### src/rtl/seq_gen.sv
// Bit-serial pattern transmitter: loads a pattern and length, then shifts it out MSB-first.
// Optional SEQ_GEN_LOOP_EN adds a `loop` input that replays the captured frame.
module seq_gen #(
  parameter int unsigned WIDTH = 8,
  parameter int unsigned LEN_W = 4,
  parameter int unsigned GAP   = 1
) (
  input  logic             clk,
  input  logic             rst,
  input  logic             load_valid,
  output logic             load_ready,
  input  logic [WIDTH-1:0] pattern,
  input  logic [LEN_W-1:0] len,
`ifdef SEQ_GEN_LOOP_EN
  input  logic             loop,
`endif
  output logic             out,
  output logic             out_valid,
  output logic             busy,
  output logic             done
);

  localparam int unsigned CNT_W = $clog2(WIDTH + 1);
  localparam int unsigned GAP_W = (GAP > 0) ? $clog2(GAP + 1) : 1;

  typedef enum logic [1:0] {S_IDLE, S_SHIFT, S_GAP} state_t;

  state_t             state, state_n;
  logic [WIDTH-1:0]   sreg, sreg_n;
  logic [CNT_W-1:0]   cnt, cnt_n;
  logic [GAP_W-1:0]   gap_cnt, gap_n;
  logic               out_n, valid_n, done_n;

  logic [CNT_W-1:0]   len_eff_c;
  logic [WIDTH-1:0]   aligned_c;
  logic               start_c;
  logic [WIDTH-1:0]   start_pat_c;
  logic [CNT_W-1:0]   start_len_c;

`ifdef SEQ_GEN_LOOP_EN
  logic               loop_q, loop_n;
  logic [WIDTH-1:0]   cap_pat, cap_pat_n;
  logic [CNT_W-1:0]   cap_len, cap_len_n;
`endif

  // Clamp the requested length and left-align the pattern so its first bit sits at the MSB.
  always_comb begin
    if (len > LEN_W'(WIDTH)) len_eff_c = CNT_W'(WIDTH);
    else                     len_eff_c = CNT_W'(len);
    aligned_c = pattern << (CNT_W'(WIDTH) - len_eff_c);
  end

  assign busy       = (state != S_IDLE);
  assign load_ready = (state == S_IDLE);

  always_ff @(posedge clk or posedge rst) begin
    if (rst) begin
      state     <= S_IDLE;
      sreg      <= '0;
      cnt       <= '0;
      gap_cnt   <= '0;
      out       <= 1'b0;
      out_valid <= 1'b0;
      done      <= 1'b0;
`ifdef SEQ_GEN_LOOP_EN
      loop_q    <= 1'b0;
      cap_pat   <= '0;
      cap_len   <= '0;
`endif
    end else begin
      state     <= state_n;
      sreg      <= sreg_n;
      cnt       <= cnt_n;
      gap_cnt   <= gap_n;
      out       <= out_n;
      out_valid <= valid_n;
      done      <= done_n;
`ifdef SEQ_GEN_LOOP_EN
      loop_q    <= loop_n;
      cap_pat   <= cap_pat_n;
      cap_len   <= cap_len_n;
`endif
    end
  end

  // cnt holds the number of bits still to send after the one currently on `out`.
  always_comb begin
    state_n     = state;
    sreg_n      = sreg;
    cnt_n       = cnt;
    gap_n       = gap_cnt;
    out_n       = 1'b0;
    valid_n     = 1'b0;
    done_n      = 1'b0;
    start_c     = 1'b0;
    start_pat_c = aligned_c;
    start_len_c = len_eff_c;
`ifdef SEQ_GEN_LOOP_EN
    loop_n      = loop_q;
    cap_pat_n   = cap_pat;
    cap_len_n   = cap_len;
`endif

    case (state)
      S_IDLE: begin
        if (load_valid) begin
          if (len_eff_c == '0) begin
            done_n = 1'b1;
          end else begin
            start_c = 1'b1;
`ifdef SEQ_GEN_LOOP_EN
            cap_pat_n = aligned_c;
            cap_len_n = len_eff_c;
`endif
          end
        end
      end
      S_SHIFT: begin
        if (cnt != '0) begin
          out_n   = sreg[WIDTH-1];
          sreg_n  = sreg << 1;
          cnt_n   = cnt - CNT_W'(1);
          valid_n = 1'b1;
        end else begin
          done_n = 1'b1;
          if (GAP > 0) begin
            state_n = S_GAP;
            gap_n   = GAP_W'(GAP - 1);
`ifdef SEQ_GEN_LOOP_EN
            loop_n  = loop;
`endif
          end else begin
            state_n = S_IDLE;
`ifdef SEQ_GEN_LOOP_EN
            if (loop) begin
              start_c     = 1'b1;
              start_pat_c = cap_pat;
              start_len_c = cap_len;
            end
`endif
          end
        end
      end
      S_GAP: begin
        if (gap_cnt != '0) begin
          gap_n = gap_cnt - GAP_W'(1);
        end else begin
          state_n = S_IDLE;
`ifdef SEQ_GEN_LOOP_EN
          if (loop_q) begin
            start_c     = 1'b1;
            start_pat_c = cap_pat;
            start_len_c = cap_len;
          end
`endif
        end
      end
      default: state_n = S_IDLE;
    endcase

    // Frame start: the first bit is registered on the same edge that accepts or reloads.
    if (start_c) begin
      state_n = S_SHIFT;
      out_n   = start_pat_c[WIDTH-1];
      sreg_n  = start_pat_c << 1;
      cnt_n   = start_len_c - CNT_W'(1);
      valid_n = 1'b1;
    end
  end

endmodule
### config.mk
export PLATFORM = sky130hd
export DESIGN_NAME = seq_gen
export DESIGN_NICKNAME = d
export VERILOG_FILES = /design/src/rtl/seq_gen.sv
export SDC_FILE = /design/constraint.sdc
export NUM_CORES = 1
export LEC_CHECK = 0
export BUFFER_PORTS_ARGS = -buffer_cell sky130_fd_sc_hd__buf_2
export CORE_MARGIN = 2
export CORE_UTILIZATION = 59
export CTS_CLUSTER_SIZE = 28
export DETAILED_ROUTE_END_ITERATION = 7
export HOLD_SLACK_MARGIN = 0.03
export PLACE_DENSITY = 0.83
export SLEW_MARGIN = 40
export SYNTH_ARGS = -nofsm -noshare
export SYNTH_HDL_FRONTEND = slang
export SYNTH_SLANG_ARGS = --single-unit
### constraint.sdc
create_clock -name clk -period 4.6 [get_ports clk]
set_input_delay 1.38 -clock clk [delete_from_list [all_inputs] [get_ports clk]]
set_output_delay 1.38 -clock clk [all_outputs]
set_load 0.01 [all_outputs]
==> results.cfg, run 1 <==
[worst_setup_path]
crit_fanout = 17
setup.worst_path.class = in -> reg
arrival_ns = 3.87
cp-end-kind = register
crit_required_ns = 4.77
cp-start-kind = primary input

[grt]
grt.total_usage_pct = 22.4
grt_overflow_total = 0
grt_pass1_vias = 957
grt_max_degree = 18
antenna_found_initial = 0
grt_pass1_wl_mm = 4.28

[clocking]
post_cts_buffers = 0
cts-buffers-inserted = 3
cts_tree = built
insertion_delay_ns = 0.29
htreeDepth = 1
cts.sinks = 16
cts-root-buf = clkbuf_4
clock_path_buffers = 2
cts_resized = 0
ctsHoldBuffers = 0
clkSlewWorstSetupHoldPaths_ns = 0.09

[timing]
slew_headroom_pct = 60.0
rsz0062_at_grt = no
hold_ws_ns = 0.517
fin_crit_ns = 3.70
finalSetupTns_ns = 0
finalSetupViolations = 0
fin_crit_sh_pct = 80.5
slew_violations = 0
tightest_slew_ns = 0.599
timing.fmax_ghz = 0.270
fin_worst_skew_ns = 0.00959
hold_viol_final = 0

[route]
wirelength_mm = 2.52
drc = 0
num_vias = 1013
first_iter_violations = 24
drt_first_pass_iters = 4
viasPerCell = 5.79
wl_per_cell_um = 14.4
ant_nets = 0

[final_layout]
fill_cells = 175
area_growth_pct = 8.94
final_cell_mix = buf_2 (19), dfrtp_1 (16), mux2i_1 (12), nor2_1 (12), nand2_1 (11)
antenna_cells = 0
mostFrequentLayoutCell = buf_2
fin_nets = 166
drive_gt1_share_pct = 27.0

[run_status]
run_status = finished clean

[worst_hold_path]
hold_class = reg -> reg

[logic_synthesis]
yosys.cell_types.count = 39
synthCells = 131
synthArstFlopShare_pct = 100
synth_edf_count = 0
synth-seq-cells = 16
seq_area_frac_synth_pct = 33.3
synth.avg_cell_area_sq_um = 9.19
syn_area_sq_um = 1200
synth_ff_type = dfrtp_1
ys.warnings.count = 0
syn-num-nets = 148

[floorplanning]
num_rows = 16
io_pins = 20
start_util_pct = 62.0
die_h_um = 49.2
core_area_sq_um = 1940
fp.dieArea_sq_um = 2420
die_w_um = 49.2

[power]
vdd_drop_max_uv = 448
p_per_area_nw_per_um2 = 528
p_leak_uw = 0.000612
total_power_uw = 692

[place]
hpwl_mm = 1.94
io_buffers = 19
gp_congestion = 0.903

[flow_run]
drv_cap = 0
## per-layer routing
metal,part of all wire (%),wire [um],GRT usage [%],vias to the layer above
met2,50,1270,37.6,15
li1,-,-,-,498
met4,0,0,1.90,0
met3,3.1,79,5.52,0
met1,46,1170,30.5,500
met5,0,0,0,-
## final cells by class
cell class	instances	area, sq um	area share, %
Clock buffer	4	36.3	2.77
Sequential cell	16	400	30.5
Timing Repair Buffer	20	103	7.82
Inverter	9	33.8	2.58
Tap cell	27	33.8	2.58
Multi-Input combinational cell	99	704	53.7
## cells by family after synthesis
group | after synthesis | synth area share [%]
flip-flops | 16 | 33.3
AND/OR/NAND/NOR | 46 | 20.4
buffers and inverters | 16 | 8.21
XOR/XNOR | 2 | 3.01
multiplexers | 16 | 14.7
adder cells (fa/ha/maj) | 2 | 2.08
AO/OA/AOI/OAI | 33 | 18.4
## sequential cells by signal, summed over array words and instances, names as in the netlist
name and count:
sreg 7, out_valid 1, state 2, cnt 4, done 1, out 1
## power by group
part           internal, uW  total, uW  leakage, uW  switching [uW]
Combinational           158        354     0.000394             196
Sequential              206        248     0.000197            42.1
Clock                  48.2       90.9    0.0000210            42.7
## per-stage QoR
step	cells	utilization, %	setup WS, ns	area, sq um
finish	175	67.5	0.896	1310
floorplan	131	-	1.21	1200
detailed placement	171	65.7	0.614	1270
global placement	171	65.7	0.741	1270
CTS	175	67.5	0.925	1310
global route	175	67.5	0.720	1310
## synth_stat cells (all sizes together), types with 2 or more instances
cell type | instances | area share (%)
mux2 | 3 | 2.8
o21ai | 10 | 4.2
ha | 2 | 2.1
nor3 | 2 | 0.83
nor3b | 2 | 1.7
mux2i | 12 | 10
buf | 7 | 5.4
o22ai | 3 | 1.6
nand3 | 8 | 3.3
nor2 | 12 | 3.7
a21oi | 9 | 3.7
inv | 9 | 2.8
xor2 | 2 | 3.0
nor2b | 6 | 3.9
nand2 | 13 | 4.9
o211ai | 3 | 1.9
dfrtp | 16 | 33
## worst max-delay path: stages
cell and delay (ns):
buf_2 0.21, nor2b_1 0.17, inv_2 0.16, ha_1 0.52, or3b_4 0.48, nand2_4 0.18
nor2_1 0.08, a21oi_1 0.15, ha_1 0.21, inv_1 0.05, o211ai_1 0.17, o211ai_1 0.11
## path summary, 6_finish.rpt
check,end,cells after the start,slack [ns],startpoint
max,cnt[2]$_DFFE_PP0P_,12,0.90,len[3]
min,state[1]$_DFFE_PP0P_,1,0.52,cnt[3]$_DFFE_PP0P_
max reg2reg,cnt[2]$_DFFE_PP0P_,7,2.72,state[0]$_DFFE_PP0P_
min reg2reg,state[1]$_DFFE_PP0P_,1,0.52,cnt[3]$_DFFE_PP0P_
max in group asynchronous,sreg[5]$_DFFE_PP0P_,2,3.06,rst
min in group asynchronous,state[1]$_DFFE_PP0P_,2,1.14,rst
Power figures use the tool's default switching activity.
==> run 2, diff against run 1 <==
CORE_UTILIZATION = 50   (was 59)
PLACE_DENSITY = 0.75   (was 0.83)
clock period = 3.4 ns   (was 4.6 ns; I/O delays follow)
==> results.cfg, run 2 (synthesized netlist as in run 1, its figures left out) <==
[flow_run]
drv_cap = 0

[final_layout]
multi_input_area_sq_um = 704
final_cell_mix = buf_2 (19), dfrtp_1 (16), mux2i_1 (12), nor2_1 (12), nand2_1 (11)
regMostFlops = sreg
antenna_cells = 0
fin_area_sq_um = 1330
drive_gt1_share_pct = 28.0
largest_reg_flops = 7
area_growth_pct = 10.3
final_core_util_pct = 58.9
ff_latch_area_sq_um = 400
largestRegisters = sreg x7, cnt x4, state x2
fin_nets = 168
fill_cells = 220
mostFrequentLayoutCell = buf_2

[worst_setup_path]
crit_required_ns = 3.57
cp-start-kind = primary input
cp_slowest_cell = or3b_4
critPathBufInv = 3
path_cells = buf_2 -> nor2b_1 -> inv_2 -> ha_1 -> or3b_4 -> nand2_4 -> nor2_1 -> a21oi_1 -> ha_1 -> inv_1 -> o211ai_1 -> o211ai_1
cp-end-kind = register
crit_fanout = 17
arrival_ns = 3.00
setup.worst_path.class = in -> reg
cpPeakStageDelay_ns = 0.41
cp_top_family = simple AND/OR/NAND/NOR gates

[timing]
slew_violations = 0
finalSetupTns_ns = 0
hold_ws_ns = 0.508
tightest_slew_ns = 0.597
fin_crit_sh_pct = 83.3
finalSetupViolations = 0
fin_worst_skew_ns = 0.00885
fin_crit_ns = 2.83
slew_headroom_pct = 60.1
timing.fmax_ghz = 0.353
hold_viol_final = 0
rsz0062_at_grt = no

[route]
drc = 0
wirelength_mm = 2.57
viasPerCell = 5.96
ant_nets = 0
drt_first_pass_iters = 4
num_vias = 1061
wl_per_cell_um = 14.4
first_iter_violations = 44

[place]
io_buffers = 19
gp_congestion = 0.946
placed_area_sq_um = 1290
hpwl_mm = 1.99

[clocking]
ctsHoldBuffers = 0
cts_resized = 0
post_cts_buffers = 0
cts.sinks = 16
cts-buffers-inserted = 3
cts_tree = built
clock_path_buffers = 2
htreeDepth = 1
insertion_delay_ns = 0.29
clkSlewWorstSetupHoldPaths_ns = 0.09
cts-root-buf = clkbuf_4

[grt]
grt_max_degree = 18
grt_pass1_vias = 965
grt.total_usage_pct = 21.5
grt_pass1_wl_mm = 4.33
antenna_found_initial = 0
grt_overflow_total = 0

[floorplanning]
io_pins = 20
core_area_sq_um = 2250
die_w_um = 53.1
fp.dieArea_sq_um = 2820
die_h_um = 53.1
num_rows = 17
start_util_pct = 53.4

[power]
p_per_area_nw_per_um2 = 708
p_leak_uw = 0.000622
vdd_drop_max_uv = 417

[worst_hold_path]
hold_class = reg -> reg

[run_status]
run_status = finished clean
-- run 2: cell count changes in the layout (fill, tap and decap cells not counted) --
cell,delta
buf_4,+2
-- run 2: worst paths after layout --
check,slack [ns],depth (start not counted),end,from
max,0.57,12,cnt[2]$_DFFE_PP0P_,len[3]
min,0.51,1,state[1]$_DFFE_PP0P_,cnt[3]$_DFFE_PP0P_
max reg2reg,1.49,7,cnt[2]$_DFFE_PP0P_,state[0]$_DFFE_PP0P_
min reg2reg,0.51,1,state[1]$_DFFE_PP0P_,cnt[3]$_DFFE_PP0P_
max in group asynchronous,2.22,2,out$_DFF_PP0_,rst
min in group asynchronous,0.78,2,cnt[0]$_DFFE_PP0P_,rst
-- run 2: per-layer routing --
metal / part of all wire, % / GRT usage (%)
met5: 0 / 0
met1: 45 / 27.0
met4: 2.5 / 8.55
met3: 4.9 / 5.65
met2: 48 / 34.8
-- run 2: through the flow --
stage                     cells  total power, uW  setup slack, ns
after floorplan             131              695            0.369
after global placement      174              798            0.371
after detailed placement    174              817            0.264
after CTS                   178              946            0.584
after global routing        178             1020            0.392
final                       178              940            0.566
-- run 2: final cells by class --
class	count	share of cell area, %
sequential	16	30.2
inverter	9	2.54
timing repair buffer	22	8.86
multi-input combinational	99	53.1
tap	28	2.64
clock buffer	4	2.73
-- run 2: power breakdown --
group	internal, uW	switching [uW]
sequential	278	54.5
clock	65.3	57.5
combinational	216	270
total	559	382
